[config.mk]
export PLATFORM = sky130hd
export DESIGN_NAME = universal_shift_register_flat
export DESIGN_NICKNAME = d
export VERILOG_FILES = /design/src/rtl/universal_shift_register_if.sv /design/src/rtl/universal_shift_register.sv /design/src/flat_wrapper.sv
export SDC_FILE = /design/constraint.sdc
export NUM_CORES = 1
export LEC_CHECK = 0
export ABC_AREA = 1
export BUFFER_PORTS_ARGS = -buffer_cell sky130_fd_sc_hd__buf_2
export CORE_MARGIN = 3
export CORE_UTILIZATION = 35
export CTS_CLUSTER_DIAMETER = 40
export DETAILED_ROUTE_END_ITERATION = 12
export PLACE_DENSITY_LB_ADDON = 0.1
export SLEW_MARGIN = 20
export SYNTH_ARGS = -nofsm -noshare
export SYNTH_HDL_FRONTEND = slang
export SYNTH_SLANG_ARGS = --single-unit
[constraint.sdc]
create_clock -name clk -period 1.5 [get_ports clk]
set_clock_uncertainty 0.15 [all_clocks]
set_input_delay 0.15 -clock clk [delete_from_list [all_inputs] [get_ports clk]]
set_output_delay 0.15 -clock clk [all_outputs]
set_load 0.01 [all_outputs]
[src/rtl/universal_shift_register_if.sv]
// Control, data and status bundle for universal_shift_register.
// The register side uses the slave modport and the controlling side uses master.
interface universal_shift_register_if #(
  parameter int WIDTH = 8
);
  localparam int CNT_W = $clog2(WIDTH);

  logic             en;
  logic [2:0]       mode;
  logic             sin_r;
  logic             sin_l;
  logic [WIDTH-1:0] pin;
  logic [WIDTH-1:0] q;
  logic             sout_r;
  logic             sout_l;
  logic [CNT_W-1:0] shift_cnt;
  logic             word_valid;

  modport master (
    output en, mode, sin_r, sin_l, pin,
    input  q, sout_r, sout_l, shift_cnt, word_valid
  );

  modport slave (
    input  en, mode, sin_r, sin_l, pin,
    output q, sout_r, sout_l, shift_cnt, word_valid
  );
endinterface

[src/rtl/universal_shift_register.sv]
// N-bit universal shift register: shift, rotate, load and clear, with a serial-shift
// counter that strobes word_valid in the cycle in which a complete serial word sits in q.
module universal_shift_register #(
  parameter int WIDTH = 8
) (
  input  logic                      clk,
  input  logic                      reset,
  universal_shift_register_if.slave bus
);
  localparam int CNT_W = $clog2(WIDTH);
  localparam logic [CNT_W-1:0] CNT_MAX = CNT_W'(WIDTH - 1);

  localparam logic [2:0] MODE_HOLD = 3'b000;
  localparam logic [2:0] MODE_SHR  = 3'b001;
  localparam logic [2:0] MODE_SHL  = 3'b010;
  localparam logic [2:0] MODE_ROR  = 3'b011;
  localparam logic [2:0] MODE_ROL  = 3'b100;
  localparam logic [2:0] MODE_LOAD = 3'b101;
  localparam logic [2:0] MODE_CLR  = 3'b110;

  logic [WIDTH-1:0] q_reg;
  logic [WIDTH-1:0] q_next;
  logic [CNT_W-1:0] cnt_reg;
  logic [CNT_W-1:0] cnt_next;
  logic             word_valid_reg;
  logic             word_valid_next;
  logic             serial_shift;

  logic [WIDTH-1:0] shr_vec;
  logic [WIDTH-1:0] shl_vec;
  logic [WIDTH-1:0] ror_vec;
  logic [WIDTH-1:0] rol_vec;

  // Per-bit candidate next values for the four serial movements.
  genvar gi;
  generate
    for (gi = 0; gi < WIDTH; gi++) begin : g_bits
      if (gi == WIDTH - 1) begin : g_msb
        assign shr_vec[gi] = bus.sin_r;
        assign ror_vec[gi] = q_reg[0];
      end else begin : g_upper
        assign shr_vec[gi] = q_reg[gi+1];
        assign ror_vec[gi] = q_reg[gi+1];
      end
      if (gi == 0) begin : g_lsb
        assign shl_vec[gi] = bus.sin_l;
        assign rol_vec[gi] = q_reg[WIDTH-1];
      end else begin : g_lower
        assign shl_vec[gi] = q_reg[gi-1];
        assign rol_vec[gi] = q_reg[gi-1];
      end
    end
  endgenerate

  always_comb begin
    q_next          = q_reg;
    cnt_next        = cnt_reg;
    word_valid_next = 1'b0;
    serial_shift    = 1'b0;
    case (bus.mode)
      MODE_HOLD: q_next = q_reg;
      MODE_SHR: begin
        q_next       = shr_vec;
        serial_shift = 1'b1;
      end
      MODE_SHL: begin
        q_next       = shl_vec;
        serial_shift = 1'b1;
      end
      MODE_ROR: q_next = ror_vec;
      MODE_ROL: q_next = rol_vec;
      MODE_LOAD: begin
        q_next   = bus.pin;
        cnt_next = '0;
      end
      MODE_CLR: begin
        q_next   = '0;
        cnt_next = '0;
      end
      default: q_next = q_reg;
    endcase
    // Left and right shifts share one counter, so mixed-direction words still complete.
    if (serial_shift) begin
      if (cnt_reg == CNT_MAX) begin
        cnt_next        = '0;
        word_valid_next = 1'b1;
      end else begin
        cnt_next = cnt_reg + CNT_W'(1);
      end
    end
  end

  always_ff @(posedge clk) begin
    if (reset) begin
      q_reg          <= '0;
      cnt_reg        <= '0;
      word_valid_reg <= 1'b0;
    end else if (bus.en) begin
      q_reg          <= q_next;
      cnt_reg        <= cnt_next;
      word_valid_reg <= word_valid_next;
    end else begin
      word_valid_reg <= 1'b0;
    end
  end

  assign bus.q          = q_reg;
  assign bus.sout_r     = q_reg[0];
  assign bus.sout_l     = q_reg[WIDTH-1];
  assign bus.shift_cnt  = cnt_reg;
  assign bus.word_valid = word_valid_reg;
endmodule

[src/flat_wrapper.sv]
// flat-port wrapper written by rule: the top's interface ports become plain ports
module universal_shift_register_flat 
#(
  parameter int WIDTH = 8
)
  (clk, reset, bus_en, bus_mode, bus_sin_r, bus_sin_l, bus_pin, bus_q, bus_sout_r, bus_sout_l, bus_shift_cnt, bus_word_valid);
  universal_shift_register_if #(.WIDTH(WIDTH)) bus_i ();
  input  logic clk;
  input  logic reset;
  input wire logic [$bits(bus_i.en)-1:0] bus_en;
  input wire logic [$bits(bus_i.mode)-1:0] bus_mode;
  input wire logic [$bits(bus_i.sin_r)-1:0] bus_sin_r;
  input wire logic [$bits(bus_i.sin_l)-1:0] bus_sin_l;
  input wire logic [$bits(bus_i.pin)-1:0] bus_pin;
  output wire logic [$bits(bus_i.q)-1:0] bus_q;
  output wire logic [$bits(bus_i.sout_r)-1:0] bus_sout_r;
  output wire logic [$bits(bus_i.sout_l)-1:0] bus_sout_l;
  output wire logic [$bits(bus_i.shift_cnt)-1:0] bus_shift_cnt;
  output wire logic [$bits(bus_i.word_valid)-1:0] bus_word_valid;
  assign bus_i.en = bus_en;
  assign bus_i.mode = bus_mode;
  assign bus_i.sin_r = bus_sin_r;
  assign bus_i.sin_l = bus_sin_l;
  assign bus_i.pin = bus_pin;
  assign bus_q = bus_i.q;
  assign bus_sout_r = bus_i.sout_r;
  assign bus_sout_l = bus_i.sout_l;
  assign bus_shift_cnt = bus_i.shift_cnt;
  assign bus_word_valid = bus_i.word_valid;
  universal_shift_register #(.WIDTH(WIDTH)) u_core (.clk(clk), .reset(reset), .bus(bus_i));
endmodule
==> results.cfg, run 1 <==
[die]
coreArea_mm2 = 0.00200
row_count = 16
die_w_um = 52.4
start_util = 0.377
die_h_um = 52.4
ios = 30
die_area_mm2 = 0.00275

[cts]
clock-sinks = 12
htree_levels = 1
cts-root-buf = clkbuf_4
clk_latency_ns = 0.27
cts.path.max_buffers = 2
ctsHoldBuffers = 1
post_cts_resize_count = 0
numCtsBuffers = 3
cts_tree = yes
postCtsSetupBuffers = 0
path_clk_slew_ns = 0.08

[worst_hold_path]
min-delay-start = bus_pin[2]
holdPathEnd = u_core.bus.q[2]
min_path_type = primary input to register
hold_depth = 3

[global_routing]
grt_max_degree = 17
grtUsageTotal = 0.138
antenna_found_initial = 0
grt_pass1_wl_mm = 2.89
grt_overflow_total = 0
grt_pass1_vias = 669

[timing]
setup-violations-final = 0
fin_setup_tns_ns = 0
grt_setup_unrepaired = false
max_freq_mhz = 818
period_share = 0.815
tightestPinTransition_ns = 0.260
finalHoldViolCount = 0
whs_ns = 0.0404
relSlewSlack = 0.826
min_period_ns = 1.22
drv_slew = 0

[critical_path]
worstPathArrival_ns = 1.29
slowest_delay_ns = 0.34
end_kind = register
worst_r2r_path_depth = 5
critical_path.most_common_cell = ha_1
crit_slowest_cell = dfxtp_1
timing.rr.start = u_core.bus.shift_cnt[0]
crit_required_ns = 1.56
timing.rr.end = u_core.bus.shift_cnt[0]
path_class = register to register
critPathLaunchType = register
reg2reg_slack_ns = 0.28
path_cells = ha_1 -> ha_1 -> nor2_1 -> nand2_1 -> a21oi_1
crit_fanout = 4

[detailed_routing]
final_antenna_net_count = 0
drt_wl_total_mm = 1.75
post_drt_wl_per_cell_um = 10.5
vias = 792
first_pass_iters = 4
vias_per_cell = 4.74
drt_iter0_markers = 14
drc = 0

[layout]
drive_gt1_frac = 0.321
finalInstanceArea_um2 = 950
antenna_cells = 0
nets = 159
largest_reg_flops = 8
synthToLayoutAreaGrowth_pct = 25.9

[synth]
synthesis.area_um2 = 754
yosysSeqAreaShare = 0.318
yosys_warnings = 0
synth_cell_types = 18
synth_nets = 127
yosysMostFrequentCell = nand2_1
netlist_instances = 109
synth_area_per_cell_um2 = 6.92
synth_commonest_cells = nand2_1, a21oi_1, dfxtp_1, inv_1, nor2_1
synth_top_area_share = 0.318
synth_edf_count = 0
synth_seq_cells = 12
synth_area_leaders = dfxtp_1, nand2_1, a21oi_1, a22oi_1, nand2_4
synthFlopType = dfxtp_1
synth_async_sr_flop_share = 0
synth_top_cell_by_area = dfxtp_1

[pwr]
peakVddDrop_mv = 0.503
leakage_uw = 0.000501
p_per_area_mw_per_mm2 = 842

[placed_design]
gp_congestion = 0.762
dpl_cell_area_um2 = 903
hpwl_mm = 1.41
io_buffers = 29

[flow_run]
maxCapViolCount = 0

[run_status]
status = complete, no violations
[cell usage in the layout (no fill, tap or decap)]
cell           synthesis  final
nand2_4                4      4
clkbuf_8               0      1
nand2_1               31     31
clkbuf_4               0      3
inv_2                  2      2
nor3_2                 1      1
nand2_2                2      2
a22oi_1                6      6
inv_1                 10     10
ha_1                   2      2
dfxtp_1               12     12
nor2_1                 9      9
nand4_1                3      3
buf_4                  2      1
dlygate4sd3_1          0      1
a21o_1                 1      1
a21oi_1               15     15
buf_2                  0     29
clkinv_4               1      1
a21oi_2                1      1
nand3_1                5      5
[worst max path at each step]
stage / from / slack, ns / endpoint
final: u_core.bus.shift_cnt[0] / 0.28 / u_core.bus.shift_cnt[0]
after global routing: u_core.bus.shift_cnt[0] / 0.20 / u_core.bus.shift_cnt[0]
after CTS: u_core.bus.shift_cnt[0] / 0.27 / u_core.bus.shift_cnt[0]
after detailed placement: bus_mode[1] / 0.19 / u_core.bus.q[6]
after global placement: bus_mode[1] / 0.18 / u_core.bus.q[7]
after floorplan: bus_mode[1] / 0.26 / u_core.bus.q[6]
[worst max-delay path, delay by kind of cell, from the launching register on]
| kind | cells | cell delay (ns) |
|---|---|---|
| AO/OA/AOI/OAI | 1 | 0.12 |
| adder cells (fa/ha/maj) | 2 | 0.41 |
| flip-flops | 1 | 0.34 |
| AND/OR/NAND/NOR | 2 | 0.14 |
[routing by layer]
| metal | GRT usage | part of all wire | vias up |
|---|---|---|---|
| li1 | - | - | 417 |
| met1 | 0.174 | 0.45 | 353 |
| met2 | 0.231 | 0.48 | 22 |
| met3 | 0.0513 | 0.064 | 0 |
| met4 | 0.0128 | 0 | 0 |
| met5 | 0 | 0 | - |
[cells by family (layout without fill, tap and decap cells)]
kind of cell | Yosys count | count (layout) | share of synthesized area
flip-flops | 12 | 12 | 0.318
adder cells (fa/ha/maj) | 2 | 2 | 0.0332
AO/OA/AOI/OAI | 23 | 23 | 0.181
buffers and inverters | 17 | 48 | 0.121
AND/OR/NAND/NOR | 55 | 55 | 0.347
[final cells by class]
type	instances	area, um^2
sequential	12	240
fill	218	1050
tap	27	33.8
timing repair buffer	31	163
multi-input combinational	80	423
inverter	13	53.8
clock buffer	4	36.3
[power breakdown]
group | total, uW | switching, uW | leakage [uW] | internal (uW)
clock network | 259 | 111 | 0.0000210 | 148
registers | 358 | 20.3 | 0.0000983 | 338
logic | 183 | 109 | 0.000382 | 74.5
[per-stage QoR]
stage,total power (uW),instances,worst slack [ns],util
floorplan,490,109,0.259,-
global placement,548,162,0.184,0.451
detailed placement,549,162,0.189,0.451
CTS,811,167,0.265,0.474
global route,847,167,0.197,0.474
finish,800,167,0.277,0.474
No activity file was read; power rests on OpenSTA's default activity.
==> run 2: changes to the inputs <==
ABC_AREA = 0   (was 1)
clock period = 1.18 ns   (was 1.5 ns; I/O delays follow)
==> results.cfg, run 2 <==
[run_status]
status = finished with violations
violations = setup timing

[detailed_routing]
final_antenna_net_count = 0
drc = 0
vias = 767
vias_per_cell = 5.36
drt_wl_total_mm = 1.93
first_pass_iters = 4
drt_iter0_markers = 25
post_drt_wl_per_cell_um = 13.5

[placed_design]
place_worst_setup_slack_ns = -0.187
hpwl_mm = 1.48
gp_congestion = 0.874
dp.cells = 139
io_buffers = 29

[synth]
synth_area_per_cell_um2 = 8.79
synth_top_area_share = 0.346
netlist_instances = 79
yosysSeqAreaShare = 0.346
synth_seq_cells = 12
synth_async_sr_flop_share = 0
synth_top_cell_by_area = dfxtp_1
synth_commonest_cells = dfxtp_1, nor2_1, nand2_1, a211oi_1
synth_edf_count = 0
synthesis.area_um2 = 694
yosysMostFrequentCell = dfxtp_1
yosys_warnings = 0
synth_cell_types = 30
synth_nets = 97
synthFlopType = dfxtp_1
synth_area_leaders = dfxtp_1, a222oi_1, a211oi_1, nor2_1, nand2_1

[layout]
largest_reg_flops = 8
finish.utilization = 0.583
drive_gt1_frac = 0.534
layout_commonest_cell = buf_2
fin_cells = 143
mostFrequentLayoutCells = buf_2, buf_4, nor2_1, nand2_1, dfxtp_1
nets = 138
antenna_cells = 0
synthToLayoutAreaGrowth_pct = 51.2

[timing]
drv_slew = 0
finalHoldViolCount = 0
setup_ws_ns = -0.197
period_share = 1.17
tightestPinTransition_ns = 0.301
min_period_ns = 1.38
relSlewSlack = 0.796
setup-violations-final = 2
max_freq_mhz = 726
grt_setup_unrepaired = true

[cts]
numCtsBuffers = 3
cts_tree = yes
cts-root-buf = clkbuf_4
htree_levels = 1
cts.path.max_buffers = 2
path_clk_slew_ns = 0.07
clk_latency_ns = 0.27
postCtsSetupBuffers = 0
clock-sinks = 12

[critical_path]
worst_r2r_path_depth = 4
path_class = register to register
crit_required_ns = 1.23
worstPathArrival_ns = 1.43
end_kind = register
crit_fanout = 2
timing.rr.end = u_core.bus.shift_cnt[0]
critPathLaunchType = register
reg2reg_slack_ns = -0.20
timing.rr.start = u_core.bus.shift_cnt[0]

[worst_hold_path]
hold_depth = 2
min-delay-start = reset
holdPathEnd = u_core.bus.shift_cnt[0]
min_path_type = primary input to register

[die]
die_w_um = 50.5
coreArea_mm2 = 0.00180
row_count = 15
start_util = 0.385
die_h_um = 50.5
die_area_mm2 = 0.00255
ios = 30

[flow_run]
maxCapViolCount = 0

[pwr]
leakage_uw = 0.000451
fin_total_pwr_uw = 980
p_per_area_mw_per_mm2 = 934
peakVddDrop_mv = 0.602

[global_routing]
grt_overflow_total = 0
grt_max_degree = 16
grt_pass1_vias = 683
grtUsageTotal = 0.166
antenna_found_initial = 0
grt_pass1_wl_mm = 3.17
run 2: cell count changes in the layout (fill, tap and decap cells not counted), sizes merged, moves of 3 or more:
cell,previous run,this run
buf,30,42
a22oi,6,0
nand3,5,1
nand4,3,0
inv,12,1
o21ai,0,3
nand2,37,9
a21oi,16,6
a211oi,0,6
a222oi,0,5
run 2: where the power goes:
part	leakage [uW]	internal, uW	switching, uW	total (uW)
registers	0.000101	429	25.8	455
clock network	0.0000138	118	137	254
logic	0.000336	134	137	271
total	0.000451	681	300	980
run 2: cells by family (layout without fill, tap and decap cells):
group                    Yosys count  count (layout)  synth area share
flip-flops                        12              12             0.346
adder cells (fa/ha/maj)            2               2            0.0360
AND/OR/NAND/NOR                   30              30             0.222
XOR/XNOR                           1               1            0.0396
buffers and inverters              8              47            0.0739
AO/OA/AOI/OAI                     26              26             0.283
run 2: worst max path at each step:
stage | startpoint | endpoint | depth (start not counted)
CTS | u_core.bus.shift_cnt[0] | u_core.bus.shift_cnt[0] | 4
finish | u_core.bus.shift_cnt[0] | u_core.bus.shift_cnt[0] | 4
floorplan | u_core.bus.shift_cnt[1] | u_core.bus.shift_cnt[0] | 4
global placement | bus_mode[1] | u_core.bus.shift_cnt[0] | 5
detailed placement | bus_mode[1] | u_core.bus.q[7] | 5
global route | u_core.bus.shift_cnt[0] | u_core.bus.shift_cnt[0] | 4
run 2: critical path, stage by stage, from the launching register on:
cell and delay, ns:
dfxtp_2 0.34, ha_4 0.16, ha_4 0.14, or4_4 0.41, a21oi_2 0.11
run 2: through the flow:
step | TNS, ns | instance area (um^2) | hold WS, ns
final | -0.214 | 1050 | 0.0359
after global routing | -0.301 | 1050 | 0.0387
after CTS | -0.197 | 1020 | 0.0318
after detailed placement | -1.50 | 981 | 0.274
after global placement | -1.38 | 981 | 0.277
after floorplan | -0.175 | 748 | 0.0473
run 2: final cells by class:
type                    count  area (um^2)
inverters                   1         3.75
flip-flops and latches     12          249
well taps                  25         31.3
multi-input cells          59          478
repair buffers             43          265
clock buffers               3         22.5
fillers                   185          752
run 2: what timing repair did:
action | 4_1_cts | 5_1_grt
hold buffers | 1 | 0
pin swaps | 1 | 1
setup endpoints to repair | 4 | 7
gates resized for setup | 2 | 9
hold endpoints to repair | 1 | 0
run 2: per-layer routing:
layer  wire (um)  part of all wire  global-route usage  vias to the layer above
met5           0                 0                   0                        -
met4          21             0.011              0.0673                        0
met3         150             0.078              0.0445                        4
met2         869              0.45               0.233                       28
met1         889              0.46               0.237                      352
li1            -                 -                   -                      383
